===== src/rtl/mult_div_sequencer_pkg.sv =====
`default_nettype none
// ============================================================================
//  Module : mult_div_sequencer_pkg
//  Desc   : Shared operation and state encodings for the iterative HI/LO
//           multiply/divide unit, plus small decode helpers.
//  Rev    : 1.0  initial release
// ============================================================================
package mult_div_sequencer_pkg;

  // Operation select driven by the main control FSM (from funct).
  typedef enum logic [1:0] {
    MD_MULT  = 2'b00,
    MD_MULTU = 2'b01,
    MD_DIV   = 2'b10,
    MD_DIVU  = 2'b11
  } md_op_e;

  // Sequencer states.
  typedef enum logic [1:0] {
    MD_IDLE = 2'b00,
    MD_PREP = 2'b01,
    MD_CALC = 2'b10,
    MD_FIX  = 2'b11
  } md_state_e;

  function automatic logic md_is_signed(md_op_e o);
    return (o == MD_MULT) || (o == MD_DIV);
  endfunction

  function automatic logic md_is_div(md_op_e o);
    return (o == MD_DIV) || (o == MD_DIVU);
  endfunction

endpackage
`default_nettype wire


===== src/rtl/mult_div_sequencer_sign_fix.sv =====
`default_nettype none
// ============================================================================
//  Module : md_sign_fix
//  Desc   : Combinational conditional two's-complement negate.
//  Ports  : din  [W-1:0] in   value to condition
//           neg          in   1 = output -din, 0 = output din
//           dout [W-1:0] out  result
//  Rev    : 1.0  initial release
// ============================================================================
module md_sign_fix #(
  parameter int W = 32
) (
  input  logic [W-1:0] din,
  input  logic         neg,
  output logic [W-1:0] dout
);

  assign dout = neg ? (~din + W'(1)) : din;

endmodule
`default_nettype wire


===== src/rtl/mult_div_sequencer.sv =====
`default_nettype none
// ============================================================================
//  Module : mult_div_sequencer
//  Desc   : Iterative radix-2 HI/LO unit for MULT/MULTU/DIV/DIVU. Owns the
//           HI and LO registers. One shift-add (multiply) or restoring
//           subtract (divide) step per cycle, N steps per operation.
//  Ports  : clk       in        rising-edge clock
//           rst       in        asynchronous active-low reset
//           start     in        operation request (accepted only when idle)
//           op        in  [1:0] operation select, sampled with start
//           a         in  [N-1] rs operand, sampled with start
//           b         in  [N-1] rt operand, sampled with start
//           cancel    in        abort an in-flight operation
//           mthi_we   in        write wdata to HI (idle only)
//           mtlo_we   in        write wdata to LO (idle only)
//           wdata     in  [N-1] MTHI/MTLO data
//           busy      out       operation in flight
//           done      out       one-cycle pulse, hi/lo carry the new result
//           hi        out [N-1] HI register
//           lo        out [N-1] LO register
//  Rev    : 1.0  initial release
// ============================================================================
module mult_div_sequencer
  import mult_div_sequencer_pkg::*;
#(
  parameter int N     = 32,
  parameter int CNT_W = 5
) (
  input  logic         clk,
  input  logic         rst,
  input  logic         start,
  input  logic [1:0]   op,
  input  logic [N-1:0] a,
  input  logic [N-1:0] b,
  input  logic         cancel,
  input  logic         mthi_we,
  input  logic         mtlo_we,
  input  logic [N-1:0] wdata,
  output logic         busy,
  output logic         done,
  output logic [N-1:0] hi,
  output logic [N-1:0] lo
);

  localparam logic [CNT_W-1:0] C_LAST_CNT = CNT_W'(N - 1);

  md_state_e        r_state;
  md_state_e        w_next;
  md_op_e           r_op;
  logic [N-1:0]     r_acc;      // partial product high half / running remainder
  logic [N-1:0]     r_q;        // operand a, then product low half / quotient
  logic [N-1:0]     r_b;        // operand b, then |b|
  logic [CNT_W-1:0] r_cnt;
  logic             r_neg_res;  // negate product / quotient at the end
  logic             r_neg_rem;  // negate remainder at the end
  logic             r_dbz;
  logic [N-1:0]     r_hi;
  logic [N-1:0]     r_lo;
  logic             r_done;

  logic             w_signed;
  logic             w_is_div;
  logic             w_dbz;
  logic             w_prep;

  // --------------------------------------------------------------------------
  // Control FSM
  // --------------------------------------------------------------------------
  always_ff @(posedge clk or negedge rst) begin
    if (!rst) begin
      r_state <= MD_IDLE;
    end else begin
      r_state <= w_next;
    end
  end

  always_comb begin
    w_next = r_state;
    busy   = (r_state != MD_IDLE);
    case (r_state)
      MD_IDLE: if (start) w_next = MD_PREP;
      MD_PREP: w_next = w_dbz ? MD_FIX : MD_CALC;
      MD_CALC: if (r_cnt == C_LAST_CNT) w_next = MD_FIX;
      MD_FIX:  w_next = MD_IDLE;
      default: w_next = MD_IDLE;
    endcase
    // Abort takes priority over every busy transition, including the final
    // FIX edge, so a flushed instruction never touches HI/LO.
    if (cancel && (r_state != MD_IDLE)) w_next = MD_IDLE;
  end

  // --------------------------------------------------------------------------
  // Sign conditioning. The two N-wide negators take |a|,|b| in PREP and
  // correct quotient/remainder in FIX; the 2N-wide one corrects the product.
  // --------------------------------------------------------------------------
  assign w_signed = md_is_signed(r_op);
  assign w_is_div = md_is_div(r_op);
  assign w_dbz    = w_is_div && (r_b == '0);
  assign w_prep   = (r_state == MD_PREP);

  logic [N-1:0]   w_fix_lo_out;
  logic [N-1:0]   w_fix_hi_in;
  logic [N-1:0]   w_fix_hi_out;
  logic           w_fix_lo_neg;
  logic           w_fix_hi_neg;
  logic [2*N-1:0] w_prod_out;

  assign w_fix_lo_neg = w_prep ? (w_signed & r_q[N-1]) : r_neg_res;
  assign w_fix_hi_in  = w_prep ? r_b : r_acc;
  assign w_fix_hi_neg = w_prep ? (w_signed & r_b[N-1]) : r_neg_rem;

  md_sign_fix #(.W(N)) u_fix_lo (
    .din  (r_q),
    .neg  (w_fix_lo_neg),
    .dout (w_fix_lo_out)
  );

  md_sign_fix #(.W(N)) u_fix_hi (
    .din  (w_fix_hi_in),
    .neg  (w_fix_hi_neg),
    .dout (w_fix_hi_out)
  );

  md_sign_fix #(.W(2*N)) u_fix_prod (
    .din  ({r_acc, r_q}),
    .neg  (r_neg_res),
    .dout (w_prod_out)
  );

  // --------------------------------------------------------------------------
  // Iteration step
  // --------------------------------------------------------------------------
  // Multiply: add |b| when the current multiplier LSB is set, then shift the
  // {acc,q} pair right; the carry lands in the top of acc.
  logic [N:0] w_add;
  assign w_add = {1'b0, r_acc} + (r_q[0] ? {1'b0, r_b} : {(N+1){1'b0}});

  // Divide: shift the next dividend bit into the remainder and try to
  // subtract. The remainder is always below |b|, so N+1 bits suffice and the
  // top bit of the difference is the borrow.
  logic [N:0] w_shift;
  logic [N:0] w_diff;
  logic       w_qbit;
  assign w_shift = {r_acc, r_q[N-1]};
  assign w_diff  = w_shift - {1'b0, r_b};
  assign w_qbit  = ~w_diff[N];

  // --------------------------------------------------------------------------
  // Datapath and architectural registers
  // --------------------------------------------------------------------------
  always_ff @(posedge clk or negedge rst) begin
    if (!rst) begin
      r_op      <= MD_MULT;
      r_acc     <= '0;
      r_q       <= '0;
      r_b       <= '0;
      r_cnt     <= '0;
      r_neg_res <= 1'b0;
      r_neg_rem <= 1'b0;
      r_dbz     <= 1'b0;
      r_hi      <= '0;
      r_lo      <= '0;
      r_done    <= 1'b0;
    end else begin
      r_done <= 1'b0;
      case (r_state)
        MD_IDLE: begin
          if (mthi_we) r_hi <= wdata;
          if (mtlo_we) r_lo <= wdata;
          if (start) begin
            r_op <= md_op_e'(op);
            r_q  <= a;
            r_b  <= b;
          end
        end
        MD_PREP: begin
          r_acc     <= '0;
          r_cnt     <= '0;
          r_neg_res <= w_signed & (r_q[N-1] ^ r_b[N-1]);
          r_neg_rem <= w_signed & r_q[N-1];
          r_dbz     <= w_dbz;
          // On divide-by-zero the raw dividend is kept for HI.
          if (!w_dbz) begin
            r_q <= w_fix_lo_out;
            r_b <= w_fix_hi_out;
          end
        end
        MD_CALC: begin
          r_cnt <= r_cnt + CNT_W'(1);
          if (w_is_div) begin
            r_acc <= w_qbit ? w_diff[N-1:0] : w_shift[N-1:0];
            r_q   <= {r_q[N-2:0], w_qbit};
          end else begin
            r_acc <= w_add[N:1];
            r_q   <= {w_add[0], r_q[N-1:1]};
          end
        end
        MD_FIX: begin
          if (!cancel) begin
            r_done <= 1'b1;
            if (r_dbz) begin
              r_hi <= r_q;
              r_lo <= '1;
            end else if (w_is_div) begin
              r_hi <= w_fix_hi_out;
              r_lo <= w_fix_lo_out;
            end else begin
              r_hi <= w_prod_out[2*N-1:N];
              r_lo <= w_prod_out[N-1:0];
            end
          end
        end
        default: r_done <= 1'b0;
      endcase
    end
  end

  assign done = r_done;
  assign hi   = r_hi;
  assign lo   = r_lo;

endmodule
`default_nettype wire


===== config.mk =====
export PLATFORM = sky130hd
export DESIGN_NAME = mult_div_sequencer
export DESIGN_NICKNAME = d
export VERILOG_FILES = /design/src/rtl/mult_div_sequencer_pkg.sv /design/src/rtl/mult_div_sequencer_sign_fix.sv /design/src/rtl/mult_div_sequencer.sv
export SDC_FILE = /design/constraint.sdc
export NUM_CORES = 1
export LEC_CHECK = 0
export ABC_AREA = 0
export CORE_AREA = 2 2 168 170
export DETAILED_ROUTE_END_ITERATION = 8
export DIE_AREA = 0 0 170 172
export DONT_BUFFER_PORTS = 1
export PLACE_DENSITY = 0.85
export SLEW_MARGIN = 20
export SYNTH_ARGS = -nofsm -noshare
export SYNTH_HDL_FRONTEND = slang
export SYNTH_SLANG_ARGS = --single-unit

===== constraint.sdc =====
create_clock -name clk -period 5.7 [get_ports clk]
set_clock_uncertainty 0.1 [all_clocks]
set_input_delay 1.425 -clock clk [delete_from_list [all_inputs] [get_ports clk]]
set_output_delay 1.425 -clock clk [all_outputs]
set_load 0.05 [all_outputs]

---- Word-level counts from Yosys, hierarchy flattened ----
Index checks and enable logic that the tools add are counted.
word-level totals
  register bits ........................... 173
  bits in latches ......................... 0
  RAM bits ................................ 0
  memory bits (read-only) ................. 0
  input bits .............................. 104
  output and inout bits ................... 66
  logic and storage cells ................. 92
  memories ................................ 0
cells by class
  add/sub/neg operators ................... 6
  multipliers ............................. 0
  divide/modulo/power cells ............... 0
  order comparisons ....................... 0
  equal/unequal tests ..................... 13
  shift-type cells ........................ 0
  muxes and demuxes ....................... 35
  bitwise operators ....................... 8
  reduce and logical (&&, ||, !) cells .... 18
operators by type and width
  operator               count
  $mux 32                19
  $pmux 32 s2            4
  $pmux 32 s3            1
  $add 32x1->32 const B  2
  $add 64x1->64 const B  1
  $mux 64                1
  $not 32->32            2
  $not 64->64            1
  $add 32x32->33         1
  $sub 33x32->33         1
  $logic_not 32->1       1
  $reduce_and 3->1       4
  $ne 2x2->1 const B     5
  $pmux 5 s2             1
  $eq 2x2->1 const B     4
  $pmux 2 s4             1
  $reduce_bool 2->1      4
  $mux 2                 3
  $ne 3x3->1 const B     2
  $add 5x1->5 const B    1
  $eq 5x5->1 const B     1
  $mux 1                 5
  $logic_not 2->1        2
  $reduce_and 2->1       2
  other kinds (7)        11

---- Depth between registers and ports, before layout ----
Gate-level depths: netlist of the first run.
  depth after elaboration ................. 9
  gate-level depth with buffers ........... 18
  mapped depth without buffers ............ 13

---- By module ----
A second synthesis of the first run with hierarchy kept.
second synthesis, totals
  cells, all modules ...................... 2014
  area total of the unflattened synthesis .. 16937.5 sq um
modules (own cells, without submodules)
  module                       times used  cells an instance  area an instance (sq um)  sequential area each (sq um)
  mult_div_sequencer           1           1610               13734.4                   4329.2
  md_sign_fix at u_fix_prod    1           206                1649.1                    0.0
  md_sign_fix at u_fix_hi ...  2           99                 777.0                     0.0

---- Worst setup path before layout of the first run ----
Ideal clock, no wire load.
  path type ............................... register to register
  start point ............................. reg r_state[1]
  end point ............................... reg r_hi[28] (netlist: hi[28])
  setup time .............................. 0.129 ns
  data arrival time ....................... 3.810 ns
  required time ........................... 5.471 ns
  path slack .............................. 1.661 ns
  cell stages (with the launch flop) ...... 18
  path buffers ............................ 6
  period minus slack after synthesis ...... 4.039 ns
  cell sequence ........................... dfrtp_1 -> inv_1 -> ha_1 -> buf_2 -> buf_2 -> buf_2 -> buf_2 -> buf_2 -> buf_2 -> mux2i_1 -> ha_1 -> o211a_1 -> nor3b_1 -> nand3_1 -> o41ai_1 -> xnor2_1 -> a221oi_1 -> a21oi_1
on the way
  cells in the longest elaborated chain, start to end .. 9
  elaborated cells on any way between the ends .. 16
  classes of those cells .................. add/sub: 1; eq/ne: 4; mux: 7; bitwise: 1; reduce/logical: 3
ends and longest elaborated chain
  element                 RTL line                           RTL
  start, declared         mult_div_sequencer.sv:47           md_state_e r_state;
  start signal, assigned  mult_div_sequencer.sv:73           r_state <= w_next;
  $eq 2x1->1              mult_div_sequencer.sv:99           assign w_prep = (r_state == MD_PREP);
  $mux 32                 mult_div_sequencer.sv:109          assign w_fix_hi_in = w_prep ? r_b : r_acc;
  $not 32->32             mult_div_sequencer_sign_fix.sv:18  assign dout = neg ? (~din + W'(1)) : din;
  $add 32x1->32           mult_div_sequencer_sign_fix.sv:18
  $mux 32                 mult_div_sequencer_sign_fix.sv:18
  $mux 32                 mult_div_sequencer.sv:204          end else if (w_is_div) begin
  $mux 32                 mult_div_sequencer.sv:201          if (r_dbz) begin
  $mux 32                 mult_div_sequencer.sv:199          if (!cancel) begin
  $pmux 32 s2             mult_div_sequencer.sv:166          case (r_state)
  end signal, assigned    mult_div_sequencer.sv:168          if (mthi_we) r_hi <= wdata;
  end signal, assigned    mult_div_sequencer.sv:202          r_hi <= r_q;
  end signal, assigned    mult_div_sequencer.sv:205          r_hi <= w_fix_hi_out;
  end, declared           mult_div_sequencer.sv:57           logic [N-1:0] r_hi;
Parallel ways exist; a longest one is shown, timed or not. The select of a mux whose other input is x is not followed.
A chain may end at the register's enable or synchronous reset.

---- Worst setup path after layout of the first run ----
  start point ............................. reg r_q[31]
  end point ............................... reg r_acc[30]
on the way
  cells in the longest elaborated chain, start to end .. 4
ends and longest elaborated chain
  element                 RTL line                   RTL
  start, declared         mult_div_sequencer.sv:51   logic [N-1:0] r_q;
  start signal, assigned  mult_div_sequencer.sv:184  r_q <= w_fix_lo_out;
  start signal, assigned  mult_div_sequencer.sv:192  r_q <= {r_q[N-2:0], w_qbit};
  start signal, assigned  mult_div_sequencer.sv:195  r_q <= {w_add[0], r_q[N-1:1]};
  $sub 33x32->33          mult_div_sequencer.sv:145  assign w_diff = w_shift - {1'b0, r_b};
  $mux 32                 mult_div_sequencer.sv:191  r_acc <= w_qbit ? w_diff[N-1:0] : w_shift[N-1:0];
  $mux 32                 mult_div_sequencer.sv:190  if (w_is_div) begin
  $pmux 32 s2             mult_div_sequencer.sv:166
  end signal, assigned    mult_div_sequencer.sv:191
  end signal, assigned    mult_div_sequencer.sv:194  r_acc <= w_add[N:1];
  end, declared           mult_div_sequencer.sv:50   logic [N-1:0] r_acc;
Every way passes these cells.

==> results.sh, run 1 <==
export IMPL_synth_area_sq_um=16000
export IMPL_ant_nets=0
export IMPL_hold_path_class="reg -> reg"
export IMPL_core_rowCount=61
export IMPL_regArea_sq_um=4330
export IMPL_hp_start="r_cnt[0]"
export IMPL_relSlewSlack=0.346
export IMPL_leakagePower_uw=0.00694
export IMPL_routed_wl_mm=57.1
export IMPL_numCtsBuffers=17
export IMPL_rrSetupSlack_ns=1.12
export IMPL_initial_core_util=0.583
export IMPL_hold_viol_final=0
export IMPL_peakVddDrop_v=0.000334
export IMPL_finalCritPeriodShare=0.804
export IMPL_grtUsageTotal=0.386
export IMPL_overflow=0
export IMPL_maxCapViolCount=0
export IMPL_tritoncts="done"
export IMPL_io_pins=170
export IMPL_syn_inst=2072
export IMPL_clock_latency_ns=0.45
export IMPL_critPathMaxStageDelay_ns=0.71
export IMPL_core_sq_um=27500
export IMPL_dr_first_iter_drc_count=2008
export IMPL_syn_area_per_cell_sq_um=7.73
export IMPL_pwr_share_clk=0.102
export IMPL_power_density_nw_per_um2=765
export IMPL_cts_root_buf="clkbuf_16"
export IMPL_synthesis_nets=2251
export IMPL_die_area_sq_um=29200
export IMPL_maxSlewViolCount=0
export IMPL_port_buffer_count=0
export IMPL_die_y_um=172
export IMPL_worst_pin_slew_ns=0.956
export IMPL_r2r_end="r_acc[30]"
export IMPL_critPathLaunchType="flip-flop"
export IMPL_area_growth_pct=4.62
export IMPL_ys_ff_latch=173
export IMPL_htreeDepth=4
export IMPL_cp_slowest_cell="a211oi_4"
export IMPL_internal_power_uw=5560
export IMPL_setup_viol=0
export IMPL_fmax_mhz=218
export IMPL_ys_flop_type="dfrtp_1"
export IMPL_status="finished clean"
export IMPL_grt_start_max_net_pins=174
export IMPL_synth_edf_count=0
export IMPL_ys_seq_area_frac=0.270
export IMPL_multi_input_area_sq_um=10900
export IMPL_layout_cells_non_filler=2326
export IMPL_worst_ep_required_time_ns=5.94
export IMPL_path_cells="inv_1, ha_1, fa_1, nand2b_1, a21o_1, a21oi_1, o21ai_0, a21o_1, a211oi_4, buf_4, nor2_1, a311o_1, a32o_1"
export IMPL_yosysWarningCount=0
export IMPL_pwr_share_seq=0.277
export IMPL_clock_sinks=173
export IMPL_crit_type="reg -> reg"
export IMPL_drive_above_1_share=0.0593
export IMPL_synth_top_area_share=0.270
export IMPL_final_setup_tns_ns=0
export IMPL_place_congestion=1.03
export IMPL_min_path_cells=1
export IMPL_routedWlPerCell_um=24.6
export IMPL_avgViaCountPerCell=7.00
export IMPL_arrival_ns=4.82
export IMPL_synthArstFlopShare=1.00
export IMPL_grt_pass1_wl_mm=87.5
export IMPL_p_sw_frac=0.567
export IMPL_cp_end_kind="flip-flop"
export IMPL_dr_pass1_iters=6
export IMPL_synthTopCellsByArea="dfrtp_1, xnor2_1, o21ai_0, ha_1, nand2_1"
export IMPL_synth_cell_types=77
export IMPL_p_switching_uw=7270
export IMPL_antenna_found_initial=9
export IMPL_yosysTopAreaCell="dfrtp_1"
export IMPL_path_max_fanout=16
export IMPL_p_comb_frac=0.621
export IMPL_clkTransAtPathRegs_ns=0.07
export IMPL_cts_hold_buf=0
export IMPL_rsz0062_at_grt="false"
export IMPL_clock_path_buffers=2
export IMPL_grt_pass1_vias=14923
export IMPL_fillCellCount=2404
export IMPL_nets=2139
export IMPL_drc_errors=0
export IMPL_num_vias=16272
export IMPL_final_core_util=0.610
export IMPL_dp_hpwl_mm=42.2
export IMPL_placed_cells=2287
export IMPL_cts_resized=0
export IMPL_die_x_um=170
export IMPL_crit_top_cell="a21o_1"
export IMPL_hold_end="r_cnt[0]"
export IMPL_r2r_start="r_q[31]"
export IMPL_r2r_cells=13
export IMPL_cts_setup_buffers=0
export IMPL_period_minus_slack_ns=4.58
layer usage:
metal | part of all wire | track usage | vias up | wire length (um)
met1 | 0.39 | 0.497 | 7650 | 22300
met5 | 0.00049 | 0 | - | 28
met3 | 0.12 | 0.101 | 218 | 6740
met2 | 0.43 | 0.592 | 1054 | 24600
li1 | - | - | 7346 | -
met4 | 0.060 | 0.216 | 4 | 3430
per-stage QoR:
stage | power, uW | hold WS, ns | setup WS, ns | instance area, sq um
detailed placement | 11200 | 0.404 | 1.25 | 16100
global route | 13600 | 0.422 | 0.925 | 16700
finish | 12800 | 0.413 | 1.12 | 16800
floorplan | 9120 | 0.379 | 1.66 | 16000
global placement | 11000 | 0.395 | 1.27 | 16100
CTS | 12500 | 0.411 | 1.23 | 16700
critical path: cells and delay by family (launching register included):
kind	cells	cell delay, ns
and+or+nand+nor	2	0.24
buffers and inverters	2	0.52
AOI/OAI and AO/OA	7	2.36
adders and majority gates	2	0.66
DFF	1	0.58
power by group through the flow:
stage / sequential [uW] / combinational [uW] / clock [uW]
after floorplan: 2960 / 6160 / 0
after global placement: 3490 / 7550 / 0
after detailed placement: 3520 / 7680 / 0
after CTS: 3490 / 7730 / 1300
after global routing: 3610 / 8650 / 1350
final: 3550 / 7970 / 1310
cells in the final DEF, fill, tap and decap left out, types with 13 or more instances in the layout:
cell       synthesis  final
nor2_1           184    184
dfrtp_1          173    172
nor3b_1           14     14
a21o_1            35     35
nor3_1            51     51
buf_4              1     29
a221o_1           25     25
mux2i_1           51     51
o31ai_1           47     47
o21ai_0          187    186
clkbuf_16          0     17
or3_1             16     16
xnor2_1          122    122
nand3_1           39     39
a221oi_1          32     32
o211ai_1          24     24
inv_1             68     68
o21a_1            13     13
nor2b_1           16     16
a21oi_1          139    139
mux2_2            33     33
and3_1            16     16
nand2b_1          22     21
xor2_1            48     48
nand2_1          231    231
o221ai_1          17     17
o22ai_1           63     63
ha_1              73     70
Yosys cell counts (17+ instances only):
cell      count
nand2_1     231
a221o_1      25
nand3_1      39
nand2b_1     22
mux2i_1      51
o31ai_1      47
xnor2_1     122
a21o_1       35
dfrtp_1     173
a21oi_1     139
o221ai_1     17
nor2_1      184
o211ai_1     24
nor3_1       51
inv_1        68
clkbuf_1    130
o21ai_0     187
o22ai_1      63
ha_1         73
xor2_1       48
mux2_2       33
a221oi_1     32
sequential cells by signal, summed over array words and instances (netlist names):
name,flops
lo,32
hi,32
done,1
r_state,2
r_dbz,1
r_neg_res,1
r_op,2
r_acc,32
r_cnt,5
r_neg_rem,1
r_b,32
r_q,32
worst max path at each step:
stage / start / end / slack, ns / cells past startpoint
finish: r_q[31] / r_acc[30] / 1.12 / 13
global route: r_q[31] / r_acc[9] / 0.93 / 13
CTS: r_q[31] / r_acc[30] / 1.23 / 13
detailed placement: r_q[31] / r_acc[30] / 1.25 / 13
global placement: r_q[31] / r_acc[30] / 1.27 / 13
floorplan: r_state[1] / hi[28] / 1.66 / 17
cell type report:
cell class	instances	area share
repair buffers	29	0.0130
well taps	346	0.0258
flip-flops and latches	173	0.258
clock inverters	12	0.0110
diodes	7	0.00105
multi-input cells	1668	0.648
clock buffers	20	0.0272
inverters	71	0.0159
cell families after synthesis:
family,count (synthesis),share of synthesized area
and+or+nand+nor,654,0.189
AOI/OAI and AO/OA,685,0.277
DFF,173,0.270
buffers and inverters,231,0.0558
muxes,84,0.0551
adders and majority gates,75,0.0595
xor gates and xnor gates,170,0.0929
Note: power is estimated with default switching activity, not from simulation.
==> run 2: changes to the inputs <==
==> constraint.sdc (replaced) <==
create_clock -name clk -period 4.4 [get_ports clk]
set_clock_uncertainty 0.1 [all_clocks]
set_input_delay 1.1 -clock clk [delete_from_list [all_inputs] [get_ports clk]]
set_output_delay 1.1 -clock clk [all_outputs]
set_load 0.05 [all_outputs]
==> run 2 against run 1 <==
Sequential share of layout area decreased by 0.39 points. Non-clock buffer count increased by 38. Core utilization increased by 0.93 points. First-iteration DRC count is 7.7% higher. Cell count is 1.6% higher. Combinational power up 36%. Fmax rose by 15%. Setup slack worse by 0.71 ns. Largest cell class unchanged. Highest routed layer unchanged.
==> results.sh, run 2 (same netlist as run 1, synthesis figures left out) <==
export IMPL_core_sq_um=27500
export IMPL_arrival_ns=4.23
export IMPL_routedWlPerCell_um=25.4
export IMPL_wl_met2_mm=25.8
export IMPL_critPathMaxStageDelay_ns=0.55
export IMPL_rsz0062_at_grt="false"
export IMPL_dr_pass1_iters=9
export IMPL_final_common_cell="nand2_1"
export IMPL_wl_met3_mm=7.04
export IMPL_fillCellCount=2421
export IMPL_overflow=0
export IMPL_maxCapViolCount=0
export IMPL_dp_hpwl_mm=44.6
export IMPL_place_congestion=0.989
export IMPL_port_buffer_count=0
export IMPL_numCtsBuffers=17
export IMPL_hold_path_class="in -> async"
export IMPL_dr_first_iter_drc_count=2162
export IMPL_num_vias=16543
export IMPL_cts_resized=0
export IMPL_clock_latency_ns=0.46
export IMPL_grt_pass1_wl_mm=90.8
export IMPL_dpl_cell_area_sq_um=16400
export IMPL_core_rowCount=61
export IMPL_grtUsageTotal=0.406
export IMPL_cp_top_family="compound AO/OA/AOI/OAI gates"
export IMPL_clock_sinks=173
export IMPL_cts_root_buf="clkbuf_16"
export IMPL_nets=2177
export IMPL_leakagePower_uw=0.00713
export IMPL_fmax_mhz=250
export IMPL_m1WireLength_mm=23.7
export IMPL_path_buf_inv=2
export IMPL_layout_cells_non_filler=2363
export IMPL_die_area_sq_um=29200
export IMPL_final_core_util=0.619
export IMPL_die_y_um=172
export IMPL_worst_ep_required_time_ns=4.64
export IMPL_cp_end_kind="flip-flop"
export IMPL_fin_area_sq_um=17000
export IMPL_crit_top_cell="o21ai_0"
export IMPL_power_density_nw_per_um2=994
export IMPL_antenna_found_initial=13
export IMPL_grt_start_max_net_pins=174
export IMPL_routed_wl_mm=60.0
export IMPL_cts_setup_buffers=0
export IMPL_status="finished clean"
export IMPL_path_max_fanout=42
export IMPL_clock_path_buffers=2
export IMPL_path_cells="ha_1, a21oi_1, o21a_1, nand3_1, o21ai_0, a2111oi_0, buf_4, a211oi_4, buf_12, mux2_2, a22oi_1, o21ai_0"
export IMPL_worst_pin_slew_ns=0.911
export IMPL_top_layer="met5"
export IMPL_multi_input_area_sq_um=10900
export IMPL_drc_errors=0
export IMPL_period_minus_slack_ns=3.99
export IMPL_crit_type="reg -> reg"
export IMPL_avgViaCountPerCell=7.00
export IMPL_ant_nets=0
export IMPL_finalCritPeriodShare=0.907
export IMPL_hold_viol_final=0
export IMPL_peakVddDrop_v=0.000563
export IMPL_area_growth_pct=6.22
export IMPL_htreeDepth=4
export IMPL_cts_hold_buf=0
export IMPL_initial_core_util=0.583
export IMPL_critPathLaunchType="flip-flop"
export IMPL_grt_pass1_vias=15374
export IMPL_clkTransAtPathRegs_ns=0.08
export IMPL_io_pins=170
export IMPL_cp_slowest_cell="dfrtp_1"
export IMPL_regArea_sq_um=4330
export IMPL_drive_above_1_share=0.0776
export IMPL_placed_cells=2324
export IMPL_final_setup_tns_ns=0
export IMPL_tritoncts="done"
export IMPL_maxSlewViolCount=0
export IMPL_final_cell_mix="nand2_1, o21ai_0, nor2_1"
export IMPL_relSlewSlack=0.390
export IMPL_setup_viol=0
export IMPL_die_x_um=170
-- run 2: cell types whose count changed in the layout (fill, tap and decap cells not counted) --
cell	delta
diode_2	-1
clkinv_8	+3
buf_12	+2
buf_4	+35
bufinv_16	-4
clkbuf_8	-2
buf_2	+1
clkinvlp_4	-3
inv_8	+6
inv_6	+1
clkbuf_1	-1
-- run 2: routing by layer --
layer	up-vias	GRT usage
met5	-	0
met4	14	0.222
met3	199	0.113
met2	1077	0.623
met1	7823	0.519
li1	7430	-
-- run 2: worst reg2reg max path, stage by stage (launching register included) --
cell       delay [ns]
dfrtp_1          0.55
ha_1             0.50
a21oi_1          0.25
o21a_1           0.21
nand3_1          0.13
o21ai_0          0.52
a2111oi_0        0.22
buf_4            0.19
a211oi_4         0.29
buf_12           0.29
mux2_2           0.39
a22oi_1          0.14
o21ai_0          0.10
-- run 2: final timing paths --
path | from | endpoint | slack, ns | cells past startpoint
max | r_acc[14] | r_acc[15] | 0.41 | 12
min | rst | lo[8] | 0.24 | 0
max reg2reg | r_acc[14] | r_acc[15] | 0.41 | 12
min reg2reg | r_cnt[0] | r_cnt[0] | 0.41 | 1
max in group asynchronous | rst | r_b[26] | 3.72 | 0
min in group clk | r_cnt[0] | r_cnt[0] | 0.41 | 1
-- run 2: metrics by stage --
stage,hold WS [ns],total power (uW),worst slack (ns)
5_1_grt,0.217,17900,0.173
2_1_floorplan,0.379,11800,0.361
3_5_place_dp,0.405,14900,0.548
3_3_place_gp,0.397,14700,0.626
4_1_cts,0.232,16500,0.520
6_report,0.236,16900,0.407
-- run 2: area by class of cell --
class	instances	share of cell area
clock buffer	17	0.0250
sequential	173	0.254
multi-input combinational	1668	0.638
tap	346	0.0254
clock inverter	15	0.00985
inverter	71	0.0157
antenna	6	0.000882
timing repair buffer	67	0.0309
-- run 2: report_power, final --
| part | total [uW] | switching [uW] | internal [uW] | leakage [uW] |
|---|---|---|---|---|
| Clock | 1590 | 825 | 769 | 0.000288 |
| Combinational | 10800 | 6720 | 4090 | 0.00469 |
| Sequential | 4520 | 2210 | 2310 | 0.00215 |
